File: src/rtl/load_store_unit_if.sv
`default_nettype none
// ============================================================================
// Module      : load_store_unit_if
// Description : Bundles the execute-stage request/response handshake and the
//               data-memory handshake of the load/store unit.
//               master : view of the load/store unit itself. It accepts core
//                        requests, returns responses and drives the memory
//                        request.
//               slave  : view of the surrounding core and memory. It drives
//                        requests, memory acks and read data.
//               Signals:
//                 req_*  : request from execute
//                          (valid/ready, is_store, funct3, addr, wdata, rd)
//                 resp_* : one-cycle completion (valid, rdata, rd, error)
//                 stall  : core hold
//                 mem_*  : memory handshake
//                          (req, we, addr, wdata, be, ack, rdata)
// Revision    : 1.0 - initial release
// ============================================================================
interface load_store_unit_if;
    logic        req_valid;
    logic        req_ready;
    logic        req_is_store;
    logic [2:0]  req_funct3;
    logic [31:0] req_addr;
    logic [31:0] req_wdata;
    logic [4:0]  req_rd;

    logic        resp_valid;
    logic [31:0] resp_rdata;
    logic [4:0]  resp_rd;
    logic        resp_error;
    logic        stall;

    logic        mem_req;
    logic        mem_we;
    logic [31:0] mem_addr;
    logic [31:0] mem_wdata;
    logic [3:0]  mem_be;
    logic        mem_ack;
    logic [31:0] mem_rdata;

    modport master (
        input  req_valid, req_is_store, req_funct3, req_addr, req_wdata, req_rd,
        output req_ready,
        output resp_valid, resp_rdata, resp_rd, resp_error, stall,
        output mem_req, mem_we, mem_addr, mem_wdata, mem_be,
        input  mem_ack, mem_rdata
    );

    modport slave (
        output req_valid, req_is_store, req_funct3, req_addr, req_wdata, req_rd,
        input  req_ready,
        input  resp_valid, resp_rdata, resp_rd, resp_error, stall,
        input  mem_req, mem_we, mem_addr, mem_wdata, mem_be,
        output mem_ack, mem_rdata
    );
endinterface
`default_nettype wire

File: src/rtl/load_store_unit.sv
`default_nettype none
// ============================================================================
// Module      : load_store_unit
// Description : Multi-cycle load/store unit between the execute stage and a
//               handshaked data memory.
//               - Supports byte, halfword and word access.
//               - Generates byte enables and replicates store data across
//                 the byte lanes.
//               - Sign/zero-extends load data.
//               - Flags misaligned accesses and illegal funct3 values.
//               - Aborts an access that is not acknowledged within
//                 TIMEOUT_CYCLES.
// Ports       : clk, reset : clock and synchronous active-high reset
//               bus        : load_store_unit_if.master (request/response +
//                            memory handshake, stall)
// Parameters  : TIMEOUT_CYCLES : ACCESS cycles without mem_ack before abort
//                                (1..255)
// Revision    : 1.0 - initial release
// ============================================================================
module load_store_unit #(
    parameter int unsigned TIMEOUT_CYCLES = 15
) (
    input  logic                    clk,
    input  logic                    reset,
    load_store_unit_if.master       bus
);

    typedef enum logic [1:0] {
        ST_IDLE   = 2'd0,
        ST_ACCESS = 2'd1,
        ST_RESP   = 2'd2
    } state_t;

    // The counter holds the number of completed ACCESS cycles. The last
    // allowed cycle is therefore the one where it equals TIMEOUT_CYCLES-1.
    localparam logic [7:0] c_timeout_last = 8'(TIMEOUT_CYCLES - 1);

    state_t      r_state;
    state_t      w_state_next;

    logic        r_is_store;
    logic [2:0]  r_funct3;
    logic [1:0]  r_offset;
    logic [4:0]  r_rd;
    logic [7:0]  r_count;
    logic [31:0] r_mem_addr;
    logic [31:0] r_mem_wdata;
    logic [3:0]  r_mem_be;
    logic [31:0] r_resp_rdata;
    logic [4:0]  r_resp_rd;
    logic        r_resp_error;

    logic        w_legal;
    logic        w_misaligned;
    logic        w_req_err;
    logic [31:0] w_lane_wdata;
    logic [3:0]  w_lane_be;
    logic        w_timeout;
    logic [31:0] w_shifted;
    logic [31:0] w_load_data;

    // ------------------------------------------------------------------
    // Request decode (only meaningful while IDLE)
    // ------------------------------------------------------------------
    always_comb begin
        w_legal      = 1'b0;
        w_misaligned = 1'b0;
        w_lane_wdata = bus.req_wdata;
        w_lane_be    = 4'b1111;
        case (bus.req_funct3)
            3'b000: w_legal = 1'b1;
            3'b001: w_legal = 1'b1;
            3'b010: w_legal = 1'b1;
            3'b100: w_legal = !bus.req_is_store;
            3'b101: w_legal = !bus.req_is_store;
            default: w_legal = 1'b0;
        endcase
        // funct3[1:0] selects the size for both signed and unsigned loads.
        if (bus.req_funct3[1:0] == 2'b01)
            w_misaligned = bus.req_addr[0];
        else if (bus.req_funct3[1:0] == 2'b10)
            w_misaligned = (bus.req_addr[1:0] != 2'b00);
        if (bus.req_is_store) begin
            case (bus.req_funct3[1:0])
                2'b00: begin
                    w_lane_wdata = {4{bus.req_wdata[7:0]}};
                    w_lane_be    = 4'b0001 << bus.req_addr[1:0];
                end
                2'b01: begin
                    w_lane_wdata = {2{bus.req_wdata[15:0]}};
                    w_lane_be    = 4'b0011 << bus.req_addr[1:0];
                end
                default: begin
                    w_lane_wdata = bus.req_wdata;
                    w_lane_be    = 4'b1111;
                end
            endcase
        end
    end

    assign w_req_err = !w_legal || w_misaligned;
    assign w_timeout = (r_count == c_timeout_last);

    // ------------------------------------------------------------------
    // Load extraction: bring the addressed lane down to bit 0, then extend
    // ------------------------------------------------------------------
    assign w_shifted = bus.mem_rdata >> {r_offset, 3'b000};

    always_comb begin
        case (r_funct3)
            3'b000:  w_load_data = {{24{w_shifted[7]}}, w_shifted[7:0]};
            3'b001:  w_load_data = {{16{w_shifted[15]}}, w_shifted[15:0]};
            3'b100:  w_load_data = {24'd0, w_shifted[7:0]};
            3'b101:  w_load_data = {16'd0, w_shifted[15:0]};
            default: w_load_data = w_shifted;
        endcase
    end

    // ------------------------------------------------------------------
    // FSM: state register
    // ------------------------------------------------------------------
    always_ff @(posedge clk) begin
        if (reset)
            r_state <= ST_IDLE;
        else
            r_state <= w_state_next;
    end

    // ------------------------------------------------------------------
    // FSM: next state and state-decoded outputs
    // ------------------------------------------------------------------
    always_comb begin
        w_state_next   = r_state;
        bus.req_ready  = 1'b0;
        bus.stall      = 1'b0;
        bus.mem_req    = 1'b0;
        bus.mem_we     = 1'b0;
        bus.resp_valid = 1'b0;
        case (r_state)
            ST_IDLE: begin
                bus.req_ready = 1'b1;
                bus.stall     = bus.req_valid;
                if (bus.req_valid)
                    w_state_next = w_req_err ? ST_RESP : ST_ACCESS;
            end
            ST_ACCESS: begin
                bus.stall   = 1'b1;
                bus.mem_req = 1'b1;
                bus.mem_we  = r_is_store;
                if (bus.mem_ack || w_timeout)
                    w_state_next = ST_RESP;
            end
            ST_RESP: begin
                bus.resp_valid = 1'b1;
                w_state_next   = ST_IDLE;
            end
            default: w_state_next = ST_IDLE;
        endcase
    end

    // ------------------------------------------------------------------
    // Datapath registers
    // ------------------------------------------------------------------
    always_ff @(posedge clk) begin
        if (reset) begin
            r_is_store   <= 1'b0;
            r_funct3     <= 3'd0;
            r_offset     <= 2'd0;
            r_rd         <= 5'd0;
            r_count      <= 8'd0;
            r_mem_addr   <= 32'd0;
            r_mem_wdata  <= 32'd0;
            r_mem_be     <= 4'd0;
            r_resp_rdata <= 32'd0;
            r_resp_rd    <= 5'd0;
            r_resp_error <= 1'b0;
        end else begin
            case (r_state)
                ST_IDLE: begin
                    if (bus.req_valid) begin
                        r_is_store <= bus.req_is_store;
                        r_funct3   <= bus.req_funct3;
                        r_offset   <= bus.req_addr[1:0];
                        r_rd       <= bus.req_rd;
                        r_count    <= 8'd0;
                        if (w_req_err) begin
                            // Rejected without touching memory: the
                            // response is ready on the next cycle.
                            r_resp_error <= 1'b1;
                            r_resp_rdata <= 32'd0;
                            r_resp_rd    <= bus.req_rd;
                        end else begin
                            r_mem_addr  <= {bus.req_addr[31:2], 2'b00};
                            r_mem_wdata <= w_lane_wdata;
                            r_mem_be    <= w_lane_be;
                        end
                    end
                end
                ST_ACCESS: begin
                    r_count <= r_count + 8'd1;
                    // An ack in the final allowed cycle takes priority over
                    // the timeout.
                    if (bus.mem_ack) begin
                        r_resp_error <= 1'b0;
                        r_resp_rdata <= r_is_store ? 32'd0 : w_load_data;
                        r_resp_rd    <= r_rd;
                    end else if (w_timeout) begin
                        r_resp_error <= 1'b1;
                        r_resp_rdata <= 32'd0;
                        r_resp_rd    <= r_rd;
                    end
                end
                default: ;
            endcase
        end
    end

    assign bus.mem_addr   = r_mem_addr;
    assign bus.mem_wdata  = r_mem_wdata;
    assign bus.mem_be     = r_mem_be;
    assign bus.resp_rdata = r_resp_rdata;
    assign bus.resp_rd    = r_resp_rd;
    assign bus.resp_error = r_resp_error;

endmodule
`default_nettype wire

File: src/flat_wrapper.sv
// flat-port wrapper written by rule: the top's interface ports become plain ports
module load_store_unit_flat 
#(
    parameter int unsigned TIMEOUT_CYCLES = 15
)
  (clk, reset, bus_req_valid, bus_req_is_store, bus_req_funct3, bus_req_addr, bus_req_wdata, bus_req_rd, bus_req_ready, bus_resp_valid, bus_resp_rdata, bus_resp_rd, bus_resp_error, bus_stall, bus_mem_req, bus_mem_we, bus_mem_addr, bus_mem_wdata, bus_mem_be, bus_mem_ack, bus_mem_rdata);
  load_store_unit_if bus_i ();
  input  logic clk;
  input  logic reset;
  input wire logic [$bits(bus_i.req_valid)-1:0] bus_req_valid;
  input wire logic [$bits(bus_i.req_is_store)-1:0] bus_req_is_store;
  input wire logic [$bits(bus_i.req_funct3)-1:0] bus_req_funct3;
  input wire logic [$bits(bus_i.req_addr)-1:0] bus_req_addr;
  input wire logic [$bits(bus_i.req_wdata)-1:0] bus_req_wdata;
  input wire logic [$bits(bus_i.req_rd)-1:0] bus_req_rd;
  output wire logic [$bits(bus_i.req_ready)-1:0] bus_req_ready;
  output wire logic [$bits(bus_i.resp_valid)-1:0] bus_resp_valid;
  output wire logic [$bits(bus_i.resp_rdata)-1:0] bus_resp_rdata;
  output wire logic [$bits(bus_i.resp_rd)-1:0] bus_resp_rd;
  output wire logic [$bits(bus_i.resp_error)-1:0] bus_resp_error;
  output wire logic [$bits(bus_i.stall)-1:0] bus_stall;
  output wire logic [$bits(bus_i.mem_req)-1:0] bus_mem_req;
  output wire logic [$bits(bus_i.mem_we)-1:0] bus_mem_we;
  output wire logic [$bits(bus_i.mem_addr)-1:0] bus_mem_addr;
  output wire logic [$bits(bus_i.mem_wdata)-1:0] bus_mem_wdata;
  output wire logic [$bits(bus_i.mem_be)-1:0] bus_mem_be;
  input wire logic [$bits(bus_i.mem_ack)-1:0] bus_mem_ack;
  input wire logic [$bits(bus_i.mem_rdata)-1:0] bus_mem_rdata;
  assign bus_i.req_valid = bus_req_valid;
  assign bus_i.req_is_store = bus_req_is_store;
  assign bus_i.req_funct3 = bus_req_funct3;
  assign bus_i.req_addr = bus_req_addr;
  assign bus_i.req_wdata = bus_req_wdata;
  assign bus_i.req_rd = bus_req_rd;
  assign bus_req_ready = bus_i.req_ready;
  assign bus_resp_valid = bus_i.resp_valid;
  assign bus_resp_rdata = bus_i.resp_rdata;
  assign bus_resp_rd = bus_i.resp_rd;
  assign bus_resp_error = bus_i.resp_error;
  assign bus_stall = bus_i.stall;
  assign bus_mem_req = bus_i.mem_req;
  assign bus_mem_we = bus_i.mem_we;
  assign bus_mem_addr = bus_i.mem_addr;
  assign bus_mem_wdata = bus_i.mem_wdata;
  assign bus_mem_be = bus_i.mem_be;
  assign bus_i.mem_ack = bus_mem_ack;
  assign bus_i.mem_rdata = bus_mem_rdata;
  load_store_unit #(.TIMEOUT_CYCLES(TIMEOUT_CYCLES)) u_core (.clk(clk), .reset(reset), .bus(bus_i));
endmodule
File: config.mk
export PLATFORM = sky130hd
export DESIGN_NAME = load_store_unit_flat
export DESIGN_NICKNAME = d
export VERILOG_FILES = /design/src/rtl/load_store_unit_if.sv /design/src/rtl/load_store_unit.sv /design/src/flat_wrapper.sv
export SDC_FILE = /design/constraint.sdc
export NUM_CORES = 1
export LEC_CHECK = 0
export CAP_MARGIN = 20
export CORE_UTILIZATION = 47
export DETAILED_ROUTE_END_ITERATION = 10
export PLACE_DENSITY_LB_ADDON = 0.12
export SLEW_MARGIN = 25
export SYNTH_ARGS = -nofsm -noshare
export SYNTH_HDL_FRONTEND = slang
export SYNTH_SLANG_ARGS = --single-unit
File: constraint.sdc
create_clock -name clk -period 5.9 [get_ports clk]
set_clock_uncertainty 0.15 [all_clocks]
set_input_delay 1.18 -clock clk [delete_from_list [all_inputs] [get_ports clk]]
set_output_delay 1.18 -clock clk [all_outputs]
set_load 0.1 [all_outputs]
==> impl_metrics.ini, run 1 <==
[synth]
ys_warn_count = 0
dominantRegCellSynth = dfxtp_1
synth_area_um2 = 5360
synth_top_family_by_area = compound AO/OA/AOI/OAI gates
synthAdderAreaFrac = 0.00467
yosys.area.top_type = dfxtp_1
synthXorXnorAreaFrac = 0
ys_seq_area_frac = 0.467
yosys-top-cells-area = dfxtp_1 47%, nand2_1 8.8%, a21oi_1 7.7%
syn_inst = 601
synth_most_common_cell = nand2_1
synth_edf_count = 0
syn_avg_cell_area_um2 = 8.92
synth.distinct_cells = 56
synth_commonest_cells = 126 x nand2_1, 125 x dfxtp_1, 83 x a21oi_1
ys_seq_elements = 125
synthMuxAreaShare = 0.0915
synthSimpleGateAreaFrac = 0.149
synth_top_area_frac = 0.467
synthArstFlopShare = 0
synth_compound_area_frac = 0.237

[global_routing]
overflow = 0
busiest_layer = met2
grt_pass1_vias = 4854
grt_usage = 0.261
grtUsageMet3 = 0.105
antenna_found_initial = 0
grt_max_degree = 95
grt_first_pass_wirelength_mm = 23.8
use_met2 = 0.430
met1_usage = 0.302

[cells_and_area]
utilization = 0.737
insertedDiodeCount = 0
multi_input_area_um2 = 2610
fillers = 818
syn2layout_area_growth_pct = 51.1
register_area_um2 = 2500
drive_above_1_share = 0.0780
fin_nets = 906
final_area_um2 = 8100

[setup_path]
critPathCaptureType = primary output
cp_slowest_stage_delay_ns = 1.14
path_max_fanout = 8
cp_top_family = buffers and inverters
cp_cell_sequence = nand2b_1 -> clkinv_8 -> and2_1 -> clkdlybuf4s50_1
path_class = flop to primary output
rr_worst_depth = 4
reg2reg_slack_ns = 2.78
r2r_end = u_core.bus.resp_rdata[24]
endpoint = bus_mem_we
crit_start = u_core.r_state[0]
cp-start-kind = flop
crit_arrival_ns = 2.74
cp_num_buf_inv = 2
crit_path_top_delay_cell = clkdlybuf4s50_1
cp.depth = 4
crit_required_ns = 4.57
worstReg2RegStart = u_core.r_offset[1]

[detailed_routing]
initialDrtViolationCount = 227
wire_per_inst_um = 16.4
drtAntennaViolNets = 0
wirelength_mm = 15.5
viasPerCell = 5.46
drc = 0
firstDrtPassIters = 5
vias = 5172

[floorplanning]
die_y_um = 109
dieArea_um2 = 11800
coreArea_um2 = 11000
die_x_um = 109
initial_core_util = 0.488
rows = 38
pin_count = 220

[clock_tree]
clk_path_buf_depth = 2
clk_pin_slew_ns = 0.05
clock-root-buffer = clkbuf_16
htreeDepth = 4
tritoncts = built
numCtsBuffers = 17
post_cts_buffers = 0
clock_latency_ns = 0.41
cts_hold_buffers = 0
cts.sinks = 125
cts_resized = 0

[status]
status = finished clean

[placed_design]
place_congestion = 0.805
dp_hpwl_mm = 10.8
placed_area_um2 = 7530
port_buffers = 217

[timing]
rsz0062_at_grt = false
hold_viol_final = 0
setup_viol = 0
setup_tns_ns = 0
fmax_ghz = 0.246
slew_headroom = 0.308
drv_slew = 0
min_period_ns = 4.07
worst_pin_slew_ns = 1.04
fin_crit_sh = 0.689

[power_and_ir_drop]
peakVddDrop_mv = 0.280
cellLeakagePower_nw = 2.90
power_density_nw_per_um2 = 306
finalPower_mw = 2.48

[hold_path]
worstHoldStart = u_core.bus.mem_addr[5]
hold_class = flop to flop

[job]
cap_violations = 0
per-layer routing:
metal	up-vias	wire, um	part of all wire
met3	26	1400	0.090
met4	0	301	0.019
li1	2532	-	-
met1	2417	6370	0.41
met2	197	7460	0.48
met5	-	0	0
worst min-delay path, cell delays in order (launching register included):
cell and delay [ns]:
dfxtp_1 0.30, nand2_1 0.05, a21oi_1 0.05
report_power, final:
group	switching, mW	internal (mW)	leakage (nW)
Clock	0.356	0.630	0.287
Sequential	0.0262	0.884	1.02
Combinational	0.399	0.181	1.60
Total	0.782	1.70	2.90
worst min path at each step:
stage | endpoint | slack (ns) | cells past startpoint
detailed placement | u_core.bus.mem_addr[7] | 0.30 | 2
finish | u_core.bus.mem_addr[5] | 0.30 | 2
global placement | u_core.bus.mem_wdata[26] | 0.29 | 2
CTS | u_core.bus.mem_wdata[24] | 0.30 | 2
global route | u_core.bus.mem_addr[16] | 0.32 | 2
floorplan | u_core.r_rd[0] | 0.29 | 2
flip-flops by register name (all words and copies together), names as in the netlist, 3 cells and up:
name and count:
u_core.r_count 8, u_core.bus.mem_be 4, u_core.bus.mem_wdata 32, u_core.bus.mem_addr 30, u_core.r_rd 5, u_core.bus.resp_rd 5
u_core.r_funct3 3, u_core.bus.resp_rdata 32
cell type report:
cell class | instances | share of cell area
clock buffers | 25 | 0.0624
clock inverters | 7 | 0.00742
inverters | 5 | 0.00386
multi-input cells | 422 | 0.322
flip-flops and latches | 125 | 0.309
well taps | 140 | 0.0216
repair buffers | 224 | 0.274
stage by stage:
step                setup slack [ns]  hold slack, ns  std cells
floorplan                       2.66           0.286        602
global placement                1.72           0.289        916
detailed placement              1.64           0.296        916
CTS                             1.83           0.300        948
global route                    1.72           0.324        948
finish                          1.83           0.301        948
cell families after synthesis:
| family | after synthesis |
|---|---|
| buf+inv | 55 |
| simple gates | 186 |
| mux | 47 |
| flops | 125 |
| fa+ha+maj | 2 |
| other cells | 1 |
| compound gates | 185 |
layout by cell type (no fill, tap or decap), types with 16 or more instances in the layout:
master	count
clkbuf_16	17
a221o_1	16
a211oi_1	16
clkdlybuf4s50_1	215
mux2i_1	37
o211ai_1	17
a21oi_1	83
nand2_1	126
dfxtp_1	125
nor2_1	34
Power figures use the tool's default switching activity.
==> run 2, diff against run 1 <==
--- a/config.mk
+++ b/config.mk
@@ -6,7 +6,7 @@
 export NUM_CORES = 1
 export LEC_CHECK = 0
 export CAP_MARGIN = 20
-export CORE_UTILIZATION = 47
+export CORE_UTILIZATION = 43
 export DETAILED_ROUTE_END_ITERATION = 10
 export PLACE_DENSITY_LB_ADDON = 0.12
 export SLEW_MARGIN = 25
==> constraint.sdc (replaced) <==
create_clock -name clk -period 4 [get_ports clk]
set_clock_uncertainty 0.15 [all_clocks]
set_input_delay 0.8 -clock clk [delete_from_list [all_inputs] [get_ports clk]]
set_output_delay 0.8 -clock clk [all_outputs]
set_load 0.1 [all_outputs]
==> impl_metrics.ini, run 2 (synthesized netlist as in run 1, its figures left out) <==
[global_routing]
overflow = 0
grt_pass1_vias = 4913
grt_first_pass_wirelength_mm = 24.7
antenna_found_initial = 0
grt_max_degree = 95
grt_usage = 0.244

[setup_path]
critPathCaptureType = primary output
path_max_fanout = 8
crit_arrival_ns = 2.21
crit_required_ns = 3.05
cp_num_buf_inv = 1
cp_slowest_stage_delay_ns = 1.19
path_class = flop to primary output
crit_path_top_delay_cell = clkdlybuf4s50_1
cp_top_family = buffers and inverters
cp-start-kind = flop
cp_cell_sequence = nor2_1 -> clkdlybuf4s50_1

[floorplanning]
pin_count = 220
die_x_um = 114
coreArea_um2 = 12100
initial_core_util = 0.445
die_y_um = 114
rows = 40
dieArea_um2 = 12900

[timing]
rsz0062_at_grt = false
worst_pin_slew_ns = 1.04
drv_slew = 0
min_period_ns = 3.16
setup_viol = 0
hold_viol_final = 0
fmax_ghz = 0.316
slew_headroom = 0.307
setup_tns_ns = 0
fin_crit_sh = 0.790

[detailed_routing]
drc = 0
vias = 5159
drtAntennaViolNets = 0
firstDrtPassIters = 5
wirelength_mm = 15.7
initialDrtViolationCount = 287
wire_per_inst_um = 16.1
viasPerCell = 5.29

[power_and_ir_drop]
clockPowerShare = 0.376
swShare = 0.320
finalPower_mw = 3.54
p_seq_frac = 0.378
cellLeakagePower_nw = 2.89
peakVddDrop_mv = 0.289
power_frac_comb = 0.246
power_density_nw_per_um2 = 436
p_int_mw = 2.41
switchingPower_mw = 1.13

[clock_tree]
clk_path_buf_depth = 2
cts_resized = 0
tritoncts = built
htreeDepth = 4
cts.sinks = 125
clk_pin_slew_ns = 0.05
numCtsBuffers = 17
clock_latency_ns = 0.41
clock-root-buffer = clkbuf_16
post_cts_buffers = 0
cts_hold_buffers = 0

[cells_and_area]
utilization = 0.673
syn2layout_area_growth_pct = 51.3
final_common_cell = clkdlybuf4s50_1
final_area_um2 = 8110
drive_above_1_share = 0.0755
fin_nets = 909
insertedDiodeCount = 0
final_cell_mix = 213 x clkdlybuf4s50_1, 126 x nand2_1, 125 x dfxtp_1
fin_cells = 976

[placed_design]
dp_hpwl_mm = 11.0
numPlacedInstances = 947
port_buffers = 217
placed_area_um2 = 7610
place_congestion = 0.835

[status]
status = finished clean

[hold_path]
hold_class = flop to flop

[job]
cap_violations = 0
==> run 2: cell types whose count changed in the layout (fill, tap and decap cells not counted), sizes merged <==
cell | before | now
bufinv | 1 | 0
clkinv | 7 | 3
clkdlybuf4s50 | 215 | 213
buf | 9 | 14
clkbuf | 25 | 27
==> run 2: worst register-to-register path, delay by kind of cell, from the launching register on <==
kind,cells,cell delay [ns]
AO/OA/AOI/OAI,2,1.11
AND/OR/NAND/NOR,2,0.59
flip-flops,1,0.46
buffers and inverters,1,0.17
==> run 2: power by group through the flow <==
stage	clock [mW]	combinational (mW)	sequential [mW]
2_1_floorplan	0	0.264	1.69
3_3_place_gp	0	0.858	1.36
3_5_place_dp	0	0.867	1.36
4_1_cts	1.35	0.871	1.34
5_1_grt	1.41	0.913	1.34
6_report	1.33	0.870	1.34
==> run 2: layout make-up <==
type,instances,area (um^2)
Fill cell,976,3950
Multi-Input combinational cell,422,2610
Sequential cell,125,2500
Timing Repair Buffer,227,2260
Clock buffer,27,493
Tap cell,168,210
Inverter,5,31.3
Clock inverter,2,10.0
==> run 2: path summary, 6_finish.rpt <==
kind,start,to,slack [ns],cells past startpoint
setup / recovery,u_core.r_state[0],bus_req_ready,0.84,2
hold / removal,u_core.bus.mem_wdata[11],u_core.bus.mem_wdata[11],0.30,2
setup reg to reg,u_core.r_state[0],u_core.bus.resp_rdata[20],1.45,5
hold reg to reg,u_core.bus.mem_wdata[11],u_core.bus.mem_wdata[11],0.30,2
==> run 2: metrics by stage <==
stage | setup WS, ns | hold WS, ns
after floorplan | 1.14 | 0.286
after global placement | 0.852 | 0.289
after detailed placement | 0.793 | 0.292
after CTS | 0.819 | 0.299
after global routing | 0.792 | 0.315
final | 0.839 | 0.299
==> run 2: routing by layer <==
layer  vias to the layer above  track usage  wire length, um
li1                       2531            -                -
met1                      2435        0.287             6580
met2                       173        0.406             7630
met3                        20       0.0925             1220
met4                         0       0.0886              265
met5                         -            0                0
==> edit: new RTL, config.mk and constraints of run 2 <==
Encoding of `state_t`: now one-hot (3 bits for 3 states).
--- a/src/rtl/load_store_unit.sv
+++ b/src/rtl/load_store_unit.sv
@@ -25,10 +25,10 @@
     load_store_unit_if.master       bus
 );
 
-    typedef enum logic [1:0] {
-        ST_IDLE   = 2'd0,
-        ST_ACCESS = 2'd1,
-        ST_RESP   = 2'd2
+    typedef enum logic [2:0] {
+        ST_IDLE   = 3'b001,
+        ST_ACCESS = 3'b010,
+        ST_RESP   = 3'b100
     } state_t;
 
     // The counter holds the number of completed ACCESS cycles. The last
Check against the original RTL: no difference found for any inputs over 4 cycles, from zero or initial values and one cycle with reset high; so few cycles prove little.
==> edit against run 2 <==
Clock power is 11% higher. Synthesized area is 1.1% higher. Power is 1.4% higher. Register-to-register slack worse by 0.22 ns. Critical path depth is 3 higher. Sequential cell count is 1 higher. Worst setup slack worse by 0.11 ns. Sequential share of layout area is 0.23 points lower. Non-clock buffer count is 1 lower. Wire length is 2.4% lower. Final area is 1.6% higher. Critical path type unchanged.
==> edit: results (changes against run 2) <==
stage;metric;value;unit;change
clocking;CTS Buffer Depth;2;;unchanged
detailed_routing;first-pass detailed-route iteration total;6;;+1
layout;ANT cells;0;;unchanged
critical_path;Data arrival, critical path;2.32;ns;+0.11 ns
place;worst slack, placed;0.783;ns;-0.00987 ns
power;P_leak;2.87;nW;-0.55%
critical_path;crit-path max FO;16;;+8
detailed_routing;wire per inst;15.5;um;-3.3%
clocking;CTS Root Cell;clkbuf_16;;
place;placed cell count;956;;+0.95%
critical_path;R2R depth;5;;unchanged
yosys;top_reg_cell synth;dfxtp_1;;
yosys;Ys Warns;0;;unchanged
min_path;Tightest Hold Check Type;register to register;;
yosys;FFs w/ async S/R, synth;0;%;unchanged
layout;share of layout cells above drive strength 1;7.95;%;+0.40 points
clocking;htree depth;4;;unchanged
min_path;Hold Crit Depth;2;;unchanged
timing;Worst-Margin Slew;1.06;ns;+0.0218 ns
yosys;Synth area leaders;dfxtp_1 (47%), nand2_1 (9.1%), a21oi_1 (8.4%);;
clocking;CTS resizes;0;;unchanged
yosys;post-synthesis sequential area ratio;46.5;%;-0.14 points
global_route;first-pass GRT wire length;24.3;mm;-1.8%
outcome;status;finished, final reports clean;;
place;IO Port Bufs;217;;unchanged
global_route;initial antenna violation count;0;;unchanged
clocking;Clk pin slew, worst setup/hold paths;0.05;ns;about the same
yosys;post-synthesis average cell area;8.84;um2;-0.88%
detailed_routing;1st-iter DRT viols;336;;+17%
place;dpl hpwl;10.6;mm;-3.7%
clocking;TritonCTS Buffers;17;;unchanged
clocking;post-CTS setup buffer count;0;;unchanged
detailed_routing;final wirelength;15.3;mm;-2.4%
layout;final net count;918;;+0.99%
yosys;Yosys cell types;55;;-1.8%
place;RePlAce Congestion;0.813;;-2.7%
detailed_routing;via count;5271;;+2.2%
clocking;Worst-Skew Late Latency;0.41;ns;about the same
layout;fill cell total of the finished layout;991;;+1.5%
global_route;vias in the first global route;4930;;+0.35%
detailed_routing;DRT antenna net count;0;;unchanged
power;Max rail drop VDD;302;uV;+4.3%
global_route;largest net degree at the start of global routing;96;;+1.1%
global_route;GRT Total Usage;23.6;%;-0.85 points
yosys;Commonest cells post-synth;nand2_1 (131), dfxtp_1 (126), a21oi_1 (91), mux2i_1 (37), nor2_1 (37);;
[edit: area by class of cell]
type / count / share of cell area [%]
tap: 168 / 2.55
multi-input combinational: 431 / 32.4
sequential: 126 / 30.6
clock inverter: 7 / 1.06
timing repair buffer: 226 / 27.3
clock buffer: 23 / 5.80
inverter: 5 / 0.288
[edit: worst max-delay path, cell delays in order (launching register included)]
cell and delay (ns):
dfxtp_1 0.39, or3b_1 0.53, clkinv_4 0.26, nor2_1 0.36, inv_1 0.17, buf_12 0.20
[edit: metal layers]
metal,vias up,track usage (%),routed length [um]
li1,2580,-,-
met1,2440,27.5,6330
met2,219,38.5,7290
met3,32,8.89,1330
met4,0,10.7,368
met5,-,0,0
[edit: kinds of logic (layout without fill, tap and decap cells)]
| logic type | after synthesis | in the layout | share of synthesized area [%] |
|---|---|---|---|
| simple gates | 196 | 196 | 15.7 |
| fa+ha+maj | 2 | 2 | 0.462 |
| mux | 48 | 48 | 9.33 |
| other cells | 1 | 2 | 0.0692 |
| xor+xnor | 1 | 1 | 0.162 |
| buf+inv | 57 | 261 | 4.75 |
| flops | 126 | 126 | 46.5 |
| compound gates | 182 | 182 | 23.0 |
[edit: worst paths after layout]
check / startpoint / slack [ns] / to
setup / recovery: u_core.r_state[2] / 0.73 / bus_stall
hold / removal: u_core.bus.mem_wdata[27] / 0.30 / u_core.bus.mem_wdata[27]
setup reg to reg: u_core.r_state[1] / 1.23 / u_core.bus.resp_rdata[18]
hold reg to reg: u_core.bus.mem_wdata[27] / 0.30 / u_core.bus.mem_wdata[27]
[edit: where the power goes]
part	leakage, nW	switching, mW	total (mW)	internal (mW)
logic	1.57	0.525	0.784	0.259
registers	1.02	0.0281	1.33	1.31
clock network	0.279	0.517	1.47	0.954
[edit: stage by stage]
step / util (%) / area [um2]
after floorplan: - / 5420
after global placement: 63.1 / 7670
after detailed placement: 63.1 / 7670
after CTS: 67.8 / 8240
after global routing: 67.8 / 8240
final: 67.8 / 8240
